`config.mk`:
```
export PLATFORM = sky130hd
export DESIGN_NAME = read_ram_addr_gen
export DESIGN_NICKNAME = d
export VERILOG_FILES = /design/src/rtl/read_ram_pkg.sv /design/src/rtl/edge_detector.sv /design/src/rtl/read_ram_addr_gen.sv
export SDC_FILE = /design/constraint.sdc
export NUM_CORES = 1
export LEC_CHECK = 0
export CORE_MARGIN = 2
export CORE_UTILIZATION = 46
export CTS_CLUSTER_DIAMETER = 40
export CTS_CLUSTER_SIZE = 16
export DETAILED_ROUTE_END_ITERATION = 16
export GPL_ROUTABILITY_DRIVEN = 0
export PLACE_DENSITY = 0.81
export RECOVER_POWER = 25
export SLEW_MARGIN = 20
export SYNTH_ARGS = -nofsm -noshare
export SYNTH_HDL_FRONTEND = slang
export SYNTH_SLANG_ARGS = --single-unit
```
`constraint.sdc`:
```
create_clock -name clk -period 2.3 [get_ports clk]
set_clock_uncertainty 0.1 [all_clocks]
set_input_delay 0.23 -clock clk [delete_from_list [all_inputs] [get_ports clk]]
set_output_delay 0.23 -clock clk [all_outputs]
set_load 0.1 [all_outputs]
```
`src/rtl/read_ram_pkg.sv`:
```
// Shared definitions for the RAM read-address generator: default address
// width and the controller state encoding.
package read_ram_pkg;

    localparam int ADDR_W_DEFAULT = 8;

    localparam logic [1:0] ST_IDLE      = 2'd0;
    localparam logic [1:0] ST_TRIG      = 2'd1;
    localparam logic [1:0] ST_WAIT_DONE = 2'd2;
    localparam logic [1:0] ST_FINISH    = 2'd3;

    typedef enum logic [1:0] {
        IDLE      = ST_IDLE,
        TRIG      = ST_TRIG,
        WAIT_DONE = ST_WAIT_DONE,
        FINISH    = ST_FINISH
    } state_t;

endpackage

```
`src/rtl/edge_detector.sv`:
```
// Single-bit edge detector. The previous value of the input is registered;
// the edge outputs are combinational from the live input and that history.
// The same block turns a start level into a one-cycle enable pulse upstream.
module edge_detector (
    input  logic clk,
    input  logic srst,
    input  logic signal,
    output logic signal_posedge,
    output logic signal_negedge,
    output logic signal_dual_edge
);

    logic signal_d;

    // History register; cleared on reset so a level held high through reset
    // is never mistaken for a falling edge afterwards.
    always_ff @(posedge clk) begin
        // NOTE: sequential state uses non-blocking assignments so every
        // register samples the pre-edge values of its inputs.
        if (srst) begin
            signal_d <= 1'b0;
        end else begin
            signal_d <= signal;
        end
    end

    assign signal_posedge   =  signal & ~signal_d;
    assign signal_negedge   = ~signal &  signal_d;
    assign signal_dual_edge =  signal ^  signal_d;

endmodule

```
`src/rtl/read_ram_addr_gen.sv`:
```
// Walks RAM addresses 0..len-1, requesting one UART transmission per byte and
// advancing only after the transmitter signals completion with a falling
// edge on txBusy. finishFlag stays high after the last byte until restarted.
module read_ram_addr_gen
    import read_ram_pkg::*;
#(
    parameter int ADDR_W = ADDR_W_DEFAULT
) (
    input  logic              clk,
    input  logic              srst,
    input  logic              enable,
    input  logic              txBusy,
    input  logic [ADDR_W-1:0] dataLength,
    output logic              txTrig,
    output logic [ADDR_W-1:0] ramAddress,
    output logic              finishFlag
);

    state_t            state,       state_n;
    logic [ADDR_W-1:0] ram_address, ram_address_n;
    logic [ADDR_W-1:0] len_r,       len_n;
    logic              finish_flag, finish_flag_n;
    logic [ADDR_W-1:0] last_addr;
    logic              busy_fall;
    logic              busy_rise_unused;
    logic              busy_dual_unused;

    edge_detector u_busy_edge (
        .clk              (clk),
        .srst             (srst),
        .signal           (txBusy),
        .signal_posedge   (busy_rise_unused),
        .signal_negedge   (busy_fall),
        .signal_dual_edge (busy_dual_unused)
    );

    // Only meaningful in WAIT_DONE, where len_r is known to be non-zero.
    assign last_addr = len_r - ADDR_W'(1);

    // State, address, latched length and finish flag registers.
    always_ff @(posedge clk) begin
        if (srst) begin
            state       <= IDLE;
            ram_address <= '0;
            len_r       <= '0;
            finish_flag <= 1'b0;
        end else begin
            state       <= state_n;
            ram_address <= ram_address_n;
            len_r       <= len_n;
            finish_flag <= finish_flag_n;
        end
    end

    // Next-state and next-value logic for the controller.
    always_comb begin
        // NOTE: every variable gets a default before the case so no path
        // leaves it unassigned, which would otherwise infer a latch.
        state_n       = state;
        ram_address_n = ram_address;
        len_n         = len_r;
        finish_flag_n = finish_flag;

        case (state)
            IDLE, FINISH: begin
                // FINISH keeps the flag asserted; a zero-length start lands
                // here with the flag cleared and raises it one cycle later.
                if (state == FINISH) begin
                    finish_flag_n = 1'b1;
                end
                if (enable) begin
                    len_n         = dataLength;
                    ram_address_n = '0;
                    finish_flag_n = 1'b0;
                    state_n       = (dataLength == '0) ? FINISH : TRIG;
                end
            end

            TRIG: begin
                state_n = WAIT_DONE;
            end

            WAIT_DONE: begin
                if (busy_fall) begin
                    if (ram_address == last_addr) begin
                        finish_flag_n = 1'b1;
                        state_n       = FINISH;
                    end else begin
                        ram_address_n = ram_address + ADDR_W'(1);
                        state_n       = TRIG;
                    end
                end
            end

            default: begin
                state_n = IDLE;
            end
        endcase
    end

    // Moore outputs straight from registered state.
    assign txTrig     = (state == TRIG);
    assign ramAddress = ram_address;
    assign finishFlag = finish_flag;

endmodule

```
==> results.md, run 1 <==
Worst setup path:
- The launching point of the worst reg2reg path is len_r[0].
- In this run the worst path has a maximum fanout of 10.
- In this run the critical register-to-register path is captured at ramAddress[7].
- The depth of the worst register-to-register path is 9.
- The sort of element at the start of the critical path is a flip-flop.
- The setup slack of the worst register-to-register path is 0.02 ns.
- The end of the critical path is ramAddress[7].
- The arrival time of the worst setup path is 2.43 ns.
- The critical path capture point type is a flip-flop.
- The critical path starts at len_r[0].
- STA puts the critical path data required time at 2.45 ns.
- By startpoint and endpoint, the worst setup path is classified as reg -> reg.

Layout:
- In the layout the commonest cells are buf_4, nand3_1, a21oi_1, nand2_1.
- The antenna cell count is 0.
- Summing all flip-flop and latch instances after layout gives 417 um2.
- The area added between synthesis and finish is 31.7%.
- The total number of nets in the final design is 196.
- The number of filler instances in the final layout is 217.
- The multi-input combinational cells in the finished layout cover a total of 752 um2.
- Leaving out fill and tap cells, the most frequent cell in the layout is buf_4.
- The post-route netlist has 25.4% of its cells at a drive strength greater than 1.

Floorplanning:
- For this configuration, the core starts out at a cell density of 48.0%.
- The floorplan step set the die width to 54.4 um.
- Row generation in the floorplan step produced 18 rows.
- The core region is 0.00243 mm2.
- For this design the top-level I/O count stands at 22.
- The floorplan step defined a die boundary enclosing 0.00296 mm2.
- The overall die height is 54.4 um.

Clocking:
- The clock reaches the later pin of the worst-skew pair after 0.31 ns.
- The number of buffers created by CTS is 3.
- The cell sitting at the root of the clock tree is a clkbuf_4.
- TritonCTS built the clock tree.
- The sink count of the clock tree is 20.
- The register clock-pin slew on the reported worst setup and hold paths is 0.12 ns.
- CTS built an H-tree with a depth of 1.
- After clock tree synthesis, the flow added hold-fix buffers numbering 0.
- In this run the deepest clock path goes through 2 buffers.

Synthesis:
- In this run, synthesis produced a sequential element count of 20.
- The average cell area after synthesis is 8.16 um2.
- The async set-reset flop share out of synthesis is 0%.
- The synthesized cell area is 0.00117 mm2.
- Synthesis produced a netlist with a net count of 161.
- The number of synthesized flops with an enable pin is 0.
- In this run the biggest area consumer among cell types represents 34.3% of the synthesized area.
- The register area share after synthesis is 34.3%.
- The number of library cell types mapped by synthesis is 39.
- Counting every instance in the synthesized netlist gives 143.
- The biggest area consumer among synthesized cells is dfxtp_1.
- The number of warnings reported in the yosys synthesis log is 0.
- In the synthesized netlist the dominant register cell turns out to be dfxtp_1.
- After synthesis, the cell types taking the most area are dfxtp_1, a21oi_1, ha_1.

Placement:
- Port buffering added 21 buffers.
- OpenSTA, run right after detailed placement, puts the worst setup slack at -0.0148 ns.
- Detailed placement ended at an HPWL of 2080 um.

Timing:
- Setup slack on the critical path of the routed design comes to 0.0179 ns.
- The final clock period utilization by the worst path is 99.2%.
- The number of setup violations in the final report is 0.
- At the pin with the least slew margin, the transition time is 1.17 ns.
- The headroom to the max-slew limit is 22.4%.
- The number of endpoints with negative hold slack in the final report was 0.
- Static timing analysis puts the maximum clock frequency at 438 MHz.
- The smallest clock period supported by the final layout is computed as 2.28 ns.
- The max-slew violation count was 0.
- Setup repair after global routing could not meet its margin everywhere.
- Setup total negative slack on the finished layout was measured at 0 ns.

Flow run:
- The max-cap check violation count is 0.

Global route:
- The number of antenna violations at the first check in global routing is 0.
- The total global routing overflow is 0.
- Global routing used 21.1% of the available tracks across all layers.
- Entering global routing, the biggest net connects 16 pins.
- The first global-routing pass estimated 4510 um of wire.
- The number of global-route vias before repair came to 1030.

Pwr:
- In this run the power density over the cells is 1100 mW/mm2.
- Across the VDD grid, the largest voltage drop is 0.00102 V.
- In this run the static leakage power is 0.574 nW.

Routing:
- In the final routed layout, each cell accounts on average for 14.1 um.
- The total detailed-routing wirelength is 2920 um.
- Dividing the detail-routed via count by the number of cells gives 5.71.
- The detail route stage leaves a number of antenna-violating nets equal to 0.
- The routed layout has 1183 vias.
- The number of iterations in the first detailed-routing pass is 5.
- The number of remaining DRC errors is 0.
- For this block, the initial DRC count from the detailed router was 32.

Hold path:
- In this run the worst hold path is classified as reg -> reg.

Status:
- The flow ran to the end, and the final reports show no timing, DRC or antenna violations.
==> Yosys cell counts, drive strengths merged, types with 2 or more instances <==
cell type / number
dfxtp: 20
a21oi: 15
nand3: 15
nand2: 11
inv: 9
o21ai: 8
nor2: 7
xnor2: 7
ha: 6
nor3: 5
or3: 5
clkbuf: 3
nand3b: 3
xor2: 3
a211oi: 2
buf: 2
o21bai: 2
==> timing repair <==
item | in CTS | in global routing
gates resized for setup | 1 | 13
buffers inserted | 1 | 2
pin swaps | 1 | 7
endpoints found under the hold margin | 0 | 0
setup endpoints to repair | 1 | 8
==> worst min path at each step <==
stage / from / end / slack, ns / cells past startpoint
6_report: finishFlag / finishFlag / 0.35 / 2
5_1_grt: finishFlag / finishFlag / 0.37 / 2
4_1_cts: finishFlag / finishFlag / 0.36 / 2
3_5_place_dp: finishFlag / finishFlag / 0.34 / 2
3_3_place_gp: finishFlag / finishFlag / 0.34 / 2
2_1_floorplan: srst / u_busy_edge.signal_d / 0.20 / 1
==> critical path, cell delays in order, from the launching register on <==
cell      delay, ns
dfxtp_2        0.41
inv_2          0.06
ha_4           0.17
xnor2_1        0.19
a221oi_2       0.09
o211ai_1       0.29
o311ai_2       0.12
buf_6          0.15
or4_1          0.51
a21oi_2        0.13
==> state kept, by name, indices dropped and copies added (netlist names) <==
name                  flops
len_r                     8
ramAddress                8
state                     2
finishFlag                1
u_busy_edge.signal_d      1
==> per-layer routing <==
metal,GRT usage [%],vias to the layer above,share of wire [%]
met5,0,-,0
met4,10.4,0,2.0
met3,4.92,8,4.8
met2,34.5,34,52
met1,25.9,558,41
li1,-,583,-
==> stage by stage <==
stage | utilization, % | instances | power, mW | instance area (um2) | hold slack (ns)
after global routing | 63.2 | 207 | 1.81 | 1540 | 0.374
after CTS | 61.5 | 205 | 1.61 | 1500 | 0.359
after detailed placement | 60.1 | 200 | 1.43 | 1460 | 0.341
after global placement | 60.1 | 200 | 1.39 | 1460 | 0.338
final | 63.2 | 207 | 1.69 | 1540 | 0.351
after floorplan | - | 143 | 1.17 | 1180 | 0.202
==> cell families after synthesis <==
logic type | after synthesis | share of synthesized area (%)
DFF | 20 | 34.3
and+or+nand+nor | 54 | 24.5
muxes | 1 | 1.18
AOI/OAI and AO/OA | 38 | 21.1
buffers and inverters | 14 | 4.93
xor gates and xnor gates | 10 | 7.50
adders and majority gates | 6 | 6.43
==> report_power, final <==
| group | total [mW] | leakage (nW) | switching [mW] | internal (mW) |
|---|---|---|---|---|
| Combinational | 1.03 | 0.390 | 0.606 | 0.420 |
| Clock | 0.180 | 0.0150 | 0.113 | 0.0677 |
| Sequential | 0.489 | 0.169 | 0.0744 | 0.414 |
==> final cells by class <==
| type | count | share of cell area [%] |
|---|---|---|
| inverter | 9 | 2.20 |
| tap | 30 | 2.44 |
| clock buffer | 4 | 1.71 |
| sequential | 20 | 27.1 |
| multi-input combinational | 109 | 48.9 |
| timing repair buffer | 35 | 17.7 |
Note: power is estimated with default switching activity, not from simulation.
==> run 2: changes to the inputs <==
- GPL_TIMING_DRIVEN: not set -> 0
==> run 2 against run 1 <==
Routed wire length up 6.7%; critical path depth up 1; first-iteration DRC count up 31%; largest cell class unchanged; global-route usage up 0.47 points; critical path type unchanged; largest power group unchanged.
==> results.md, run 2 (synthesis gave the netlist of run 1 again) <==
Worst setup path:
- The startpoint identified for the worst register-to-register timing path is len_r[1].
- The critical path starts at len_r[1].
- The critical path capture point type is a flip-flop.
- Of all nets on the critical path, the largest fanout is 5.
- The setup slack of the worst register-to-register path is 0.02 ns.
- The arrival time of the worst setup path is 2.40 ns.
- The start-to-end type of the worst setup path is reg -> reg.
- The data required time of the critical path is 2.42 ns.
- The sort of element at the start of the critical path is a flip-flop.

Global route:
- The first global-routing pass estimated 4700 um of wire.
- The total global routing overflow is 0.
- The number of global-route vias before repair was 1044.
- The global-route usage over all layers is 21.6%.
- The number of antenna violations at the first check in global routing is 0.
- Entering global routing, the biggest net connects 12 pins.

Layout:
- Leaving out fill and tap cells, the most frequent cells in the layout are clkdlybuf4s50_1, nand3_1, a21oi_1, nand2_1, dfxtp_2.
- For this run, the share of the core covered by cells in the final layout is 67.0%.
- The final standard cell count with taps included and fillers excluded is 207.
- The most common library cell in the layout ignoring fill and taps is clkdlybuf4s50_1.
- The area growth from synthesis to layout is 39.7%.
- The final layout contains 196 nets.
- The number of filler instances in the final layout is 190.
- In the final layout, the share of cells above drive strength 1 is 26.0%.
- The antenna cell count is 0.

Pwr:
- The leakage power is 0.601 nW.
- The clock network fraction of design power is 11.7%.
- The switching power of the nets is 0.844 mW.
- The sequential share of power is 28.2%.
- Per report_power, the combinational group accounts for 60.1% of the total.
- The worst vdd rail ir drop is 0.000749 V.
- The power per cell area is 1100 mW/mm2.
- The switching fraction of total power is 46.8%.
- The internal power is 0.958 mW.

Timing:
- Timing would allow up to 438 MHz.
- The final setup TNS is 0 ns.
- Of the available clock period, the critical path in the final layout requires 99.2%.
- The post-route minimum period is 2.28 ns.
- The number of setup violations in the final report is 0.
- Hold timing on the final database bottoms out at a slack of 0.359 ns.
- The max-slew violation count is 0.
- For the pin with the worst max-slew slack, the measured transition is 0.968 ns.
- Setup repair after global routing could not meet its margin everywhere.
- The number of endpoints with negative hold slack in the final report came to 0.
- The smallest setup slack after layout is 0.0190 ns.
- Measured against its own limit, the worst slew margin works out to 35.3%.

Clocking:
- CTS saw 20 sinks.
- In this run, CTS created clock tree buffers numbering 3.
- TritonCTS built the clock tree.
- The root buffer cell is clkbuf_4.
- Clock-pin slew was measured on the worst setup and hold paths at 0.12 ns.
- The clock latency on the worst-skew pair is 0.31 ns.
- The buffer levels on the longest clock path is 2.
- In this run the number of H-tree levels came out at 1.

Hold path:
- The worst hold path startpoint is finishFlag.
- The tightest min-delay check is of the reg -> reg type.

Routing:
- The mean routed wirelength per cell is 15.0 um.
- The number of DRC markers after the initial detailed-route iteration is 42.
- For this run, design rule violations remaining after detail routing come to 0.
- After detailed routing, the total wire length is 3110 um.
- After detailed routing, the number of vias per cell comes to 5.97.
- The detailed-route via count is 1236.
- The pre-antenna-repair detailed-routing pass consisted of 4 iterations.
- The number of antenna-violating nets in the routed design is 0.

Floorplanning:
- The die covers 0.00296 mm2.
- The placeable core region is 0.00243 mm2.
- 22 I/O pins were placed.
- In this run the horizontal extent of the chip is 54.4 um.
- In this run the core area contains 18 standard-cell rows.
- The effective utilization at floorplan is 48.0%.
- The floorplan step set the die height to 54.4 um.

Placement:
- Detailed placement ended at an HPWL of 1980 um.
- The worst setup slack before clock tree synthesis is -0.200 ns.
- The post-placement cell count is 194.
- The port buffer count is 21.

Status:
- The run finished with clean final reports.

Flow run:
- The tool flagged a number of max-cap violations equal to 0.
## run 2: cell types whose count changed in the layout (fill, tap and decap cells not counted), moves of 3 or more
cell             previous run  this run
buf_4                      17         8
dfxtp_1                     9         6
clkdlybuf4s50_1            10        19
dfxtp_4                     1         5
clkbuf_1                    7         3
## run 2: power by group through the flow
| stage | combinational [mW] | sequential (mW) | clock (mW) |
|---|---|---|---|
| 6_report | 1.08 | 0.507 | 0.211 |
| 5_1_grt | 1.16 | 0.517 | 0.226 |
| 4_1_cts | 0.929 | 0.498 | 0.210 |
| 3_5_place_dp | 0.853 | 0.501 | 0 |
| 3_3_place_gp | 0.829 | 0.497 | 0 |
| 2_1_floorplan | 0.573 | 0.593 | 0 |
## run 2: worst max-delay path, cell delays in order (launching register included)
cell,delay [ns]
dfxtp_4,0.39
inv_4,0.06
ha_4,0.16
nor2_1,0.05
nor2_1,0.15
a221oi_2,0.08
o211ai_1,0.34
o311ai_4,0.14
buf_6,0.16
or3_1,0.35
a21oi_1,0.20
## run 2: area by class of cell
type,instances,area [um2],area share [%]
plain buffers,5,23.8,1.46
inverters,9,38.8,2.38
clock buffers,4,36.3,2.23
flip-flops and latches,20,430,26.4
well taps,30,37.5,2.30
repair buffers,30,278,17.0
multi-input cells,109,786,48.2
## run 2: timing repair
action | 4_1_cts | 5_1_grt
buffers inserted | 5 | 3
gates cloned | 0 | 1
gates resized for setup | 11 | 19
setup endpoints to repair | 9 | 9
hold buffers | 0 | 0
pin swaps | 5 | 9
## run 2: worst paths after layout
kind	end	depth (start not counted)
setup / recovery	ramAddress[3]	10
hold / removal	finishFlag	2
setup reg to reg	ramAddress[3]	10
hold reg to reg	finishFlag	2
## run 2: per-layer routing
layer / part of all wire [%] / track usage, % / up-vias
met5: 0 / 0 / -
met4: 2.2 / 6.25 / 0
met3: 5.3 / 2.46 / 8
met2: 52 / 36.7 / 42
met1: 41 / 28.7 / 597
li1: - / - / 589
## run 2: stage by stage
stage	area, um2	power, mW
2_1_floorplan	1180	1.17
3_3_place_gp	1430	1.33
3_5_place_dp	1430	1.35
4_1_cts	1530	1.64
5_1_grt	1630	1.90
6_report	1630	1.80
==> run 3: changes to the inputs <==
- SKIP_CTS_REPAIR_TIMING: not set -> 1
==> run 3 against run 2 <==
The run now ends with setup timing left; routed wire length is 2.2% lower; critical path depth is 1 higher; combinational power is 5% higher; cell count is 1.9% lower; first-iteration DRC count is 2.4% lower; clock power hardly changed.
==> results.md, run 3 (synthesis gave the netlist of run 1 again) <==
Status:
- The flow ran to the end, but the final reports show violations.
- The final reports fail on setup timing.

Clocking:
- Clock latency on the worst-skew pair, taken at its later pin, is 0.31 ns.
- The cell sitting at the root of the clock tree is a clkbuf_4.
- After clock tree synthesis, the clock-pin slew on the worst setup and hold paths is 0.12 ns.
- The number of clock buffers added by TritonCTS is 3.
- The sink count of the clock tree is 20.
- The deepest level of the CTS H-tree is 1.
- TritonCTS built the clock tree.
- The clock passes through at most 2 buffers.

Global route:
- The global-route wire length before repair is 4280 um.
- The largest net degree at the start of global routing is 12.
- The total global routing overflow is 0.
- Global routing consumed, over all layers together, 19.6% of the routing resources.
- The number of antenna violations at the first check in global routing was 0.
- The number of global-route vias before repair is 1044.

Placement:
- The post-detailed-placement half-perimeter wirelength is 1980 um.
- The number of placed instances, taps included, is 194.
- The port buffer count is 21.
- The worst setup slack before clock tree synthesis is -0.200 ns.

Worst setup path:
- The cell class contributing the biggest share of worst-path delay is compound AO/OA/AOI/OAI gates.
- The number of cells on the critical path is 11.
- The setup check on the worst reg-to-reg path leaves a slack of -0.08 ns.
- The number of buffers and inverters on the critical path is 3.
- The data required time of the critical path is 2.38 ns.
- The launching point of the worst reg2reg path is len_r[0].
- The sort of element at the start of the critical path is a flip-flop.
- The critical path capture point type is a flip-flop.
- The startpoint of the most critical setup path is len_r[0].
- The end of the critical path is ramAddress[0].
- The critical path goes through inv_4, ha_4, nor2_1, nor2_1, a221oi_2, o211ai_1, o311ai_4, buf_6, buf_6, xor2_1, nor2_1.
- For the worst flop-to-flop path, the logic depth is 11.
- On the worst path, the slowest cell contributes a delay of 0.42 ns.
- The arrival time of the worst setup path is 2.46 ns.
- The cell that appears most often on the critical path is nor2_1.
- Along the worst path, the maximum fanout reaches 5.
- The worst flop-to-flop path endpoint is ramAddress[0].
- The worst setup path is of the reg -> reg kind.
- The slowest stage of the critical path is the dfxtp_4 cell.

Routing:
- The number of remaining DRC errors is 0.
- Before antenna repair, the detailed router went through 4 iterations.
- Dividing the detail-routed via count by the number of cells gives 5.99.
- The detailed-route via count is 1216.
- In this run the remaining antenna-violating nets after routing total 0.
- The mean routed wirelength per cell is 15.0 um.
- The number of DRC markers after the initial detailed-route iteration is 41.
- After detailed routing, the total wire length is 3050 um.

Timing:
- Setup slack on the critical path of the routed design comes to -0.0778 ns.
- The number of endpoints with negative hold slack in the final report is 0.
- The maximum clock frequency is 421 MHz.
- The max-slew violation count is 0.
- Of the available clock period, the critical path in the final layout requires 103%.
- The worst slack on hold paths is 0.361 ns.
- The number of setup violations in the final report is 8.
- The headroom to the max-slew limit is 35.3%.
- The post-route minimum period is 2.38 ns.
- For the pin with the worst max-slew slack, the measured transition is 0.967 ns.
- Setup repair after global routing could not meet its margin everywhere.

Floorplanning:
- From left edge to right edge, the die measures 54.4 um.
- In this run the core area contains 18 standard-cell rows.
- The count of boundary I/O pins is 22.
- The placeable core region is 0.00243 mm2.
- The die area is 0.00296 mm2.
- For this configuration, the core starts out at a cell density of 48.0%.
- The die is 54.4 um tall.

Layout:
- 0 antenna diodes ended up in the layout.
- The core utilization of the finished layout is 65.6%.
- Of the cells placed in the final design, the portion with a size suffix greater than 1 is 22.5%.
- In the layout the commonest cells are clkdlybuf4s50_1, nand3_1, a21oi_1, nand2_1, dfxtp_2.
- Compared with the post-synthesis result, the final layout area differs by 36.8%.
- At the end of the flow, the number of nets in the layout was 192.
- The final standard cell count with taps included and fillers excluded is 203.
- The most common library cell in the layout ignoring fill and taps is clkdlybuf4s50_1.

Pwr:
- The worst vdd rail ir drop is 0.000922 V.
- The leakage power is 0.594 nW.
- Power spread over the standard cell area amounts to 1160 mW/mm2.

Flow run:
- The max-cap check violation count is 0.

Hold path:
- The worst hold path belongs to the class reg -> reg.
## run 3: per-layer routing
layer,vias up,part of all wire [%],GRT usage (%)
met2,47,49,32.5
met1,572,43,25.0
li1,583,-,-
met5,-,0,0
met4,0,3.2,7.50
met3,14,5.2,3.83
## run 3: cell type report
| cell class | count | area, um2 |
|---|---|---|
| Buffer | 5 | 27.5 |
| Clock buffer | 4 | 36.3 |
| Fill cell | 201 | 836 |
| Inverter | 9 | 36.3 |
| Multi-Input combinational cell | 109 | 769 |
| Sequential cell | 20 | 424 |
| Tap cell | 30 | 37.5 |
| Timing Repair Buffer | 26 | 265 |
## run 3: how the worst min path moves through the flow
stage	from	end	slack (ns)	cells past startpoint
after global routing	len_r[7]	len_r[7]	0.40	2
after floorplan	srst	u_busy_edge.signal_d	0.20	1
final	finishFlag	finishFlag	0.36	2
after detailed placement	finishFlag	finishFlag	0.35	2
after CTS	finishFlag	finishFlag	0.36	2
after global placement	finishFlag	finishFlag	0.34	2
## run 3: power breakdown
part           switching, mW  internal (mW)  total [mW]
combinational          0.652          0.477        1.13
clock                  0.116         0.0967       0.212
sequential            0.0919          0.419       0.510
total                  0.860          0.993        1.85
## run 3: metrics by stage
step | TNS [ns] | total power [mW] | cell area, um2
3_5_place_dp | -1.20 | 1.35 | 1430
4_1_cts | -1.72 | 1.56 | 1460
3_3_place_gp | -0.656 | 1.33 | 1430
2_1_floorplan | 0 | 1.17 | 1180
5_1_grt | -1.34 | 1.95 | 1600
6_report | -0.264 | 1.85 | 1600
## run 3: tightest hold or removal path: stages (launching register included)
cell and delay [ns]:
dfxtp_1 0.33, inv_1 0.05, a21oi_1 0.05
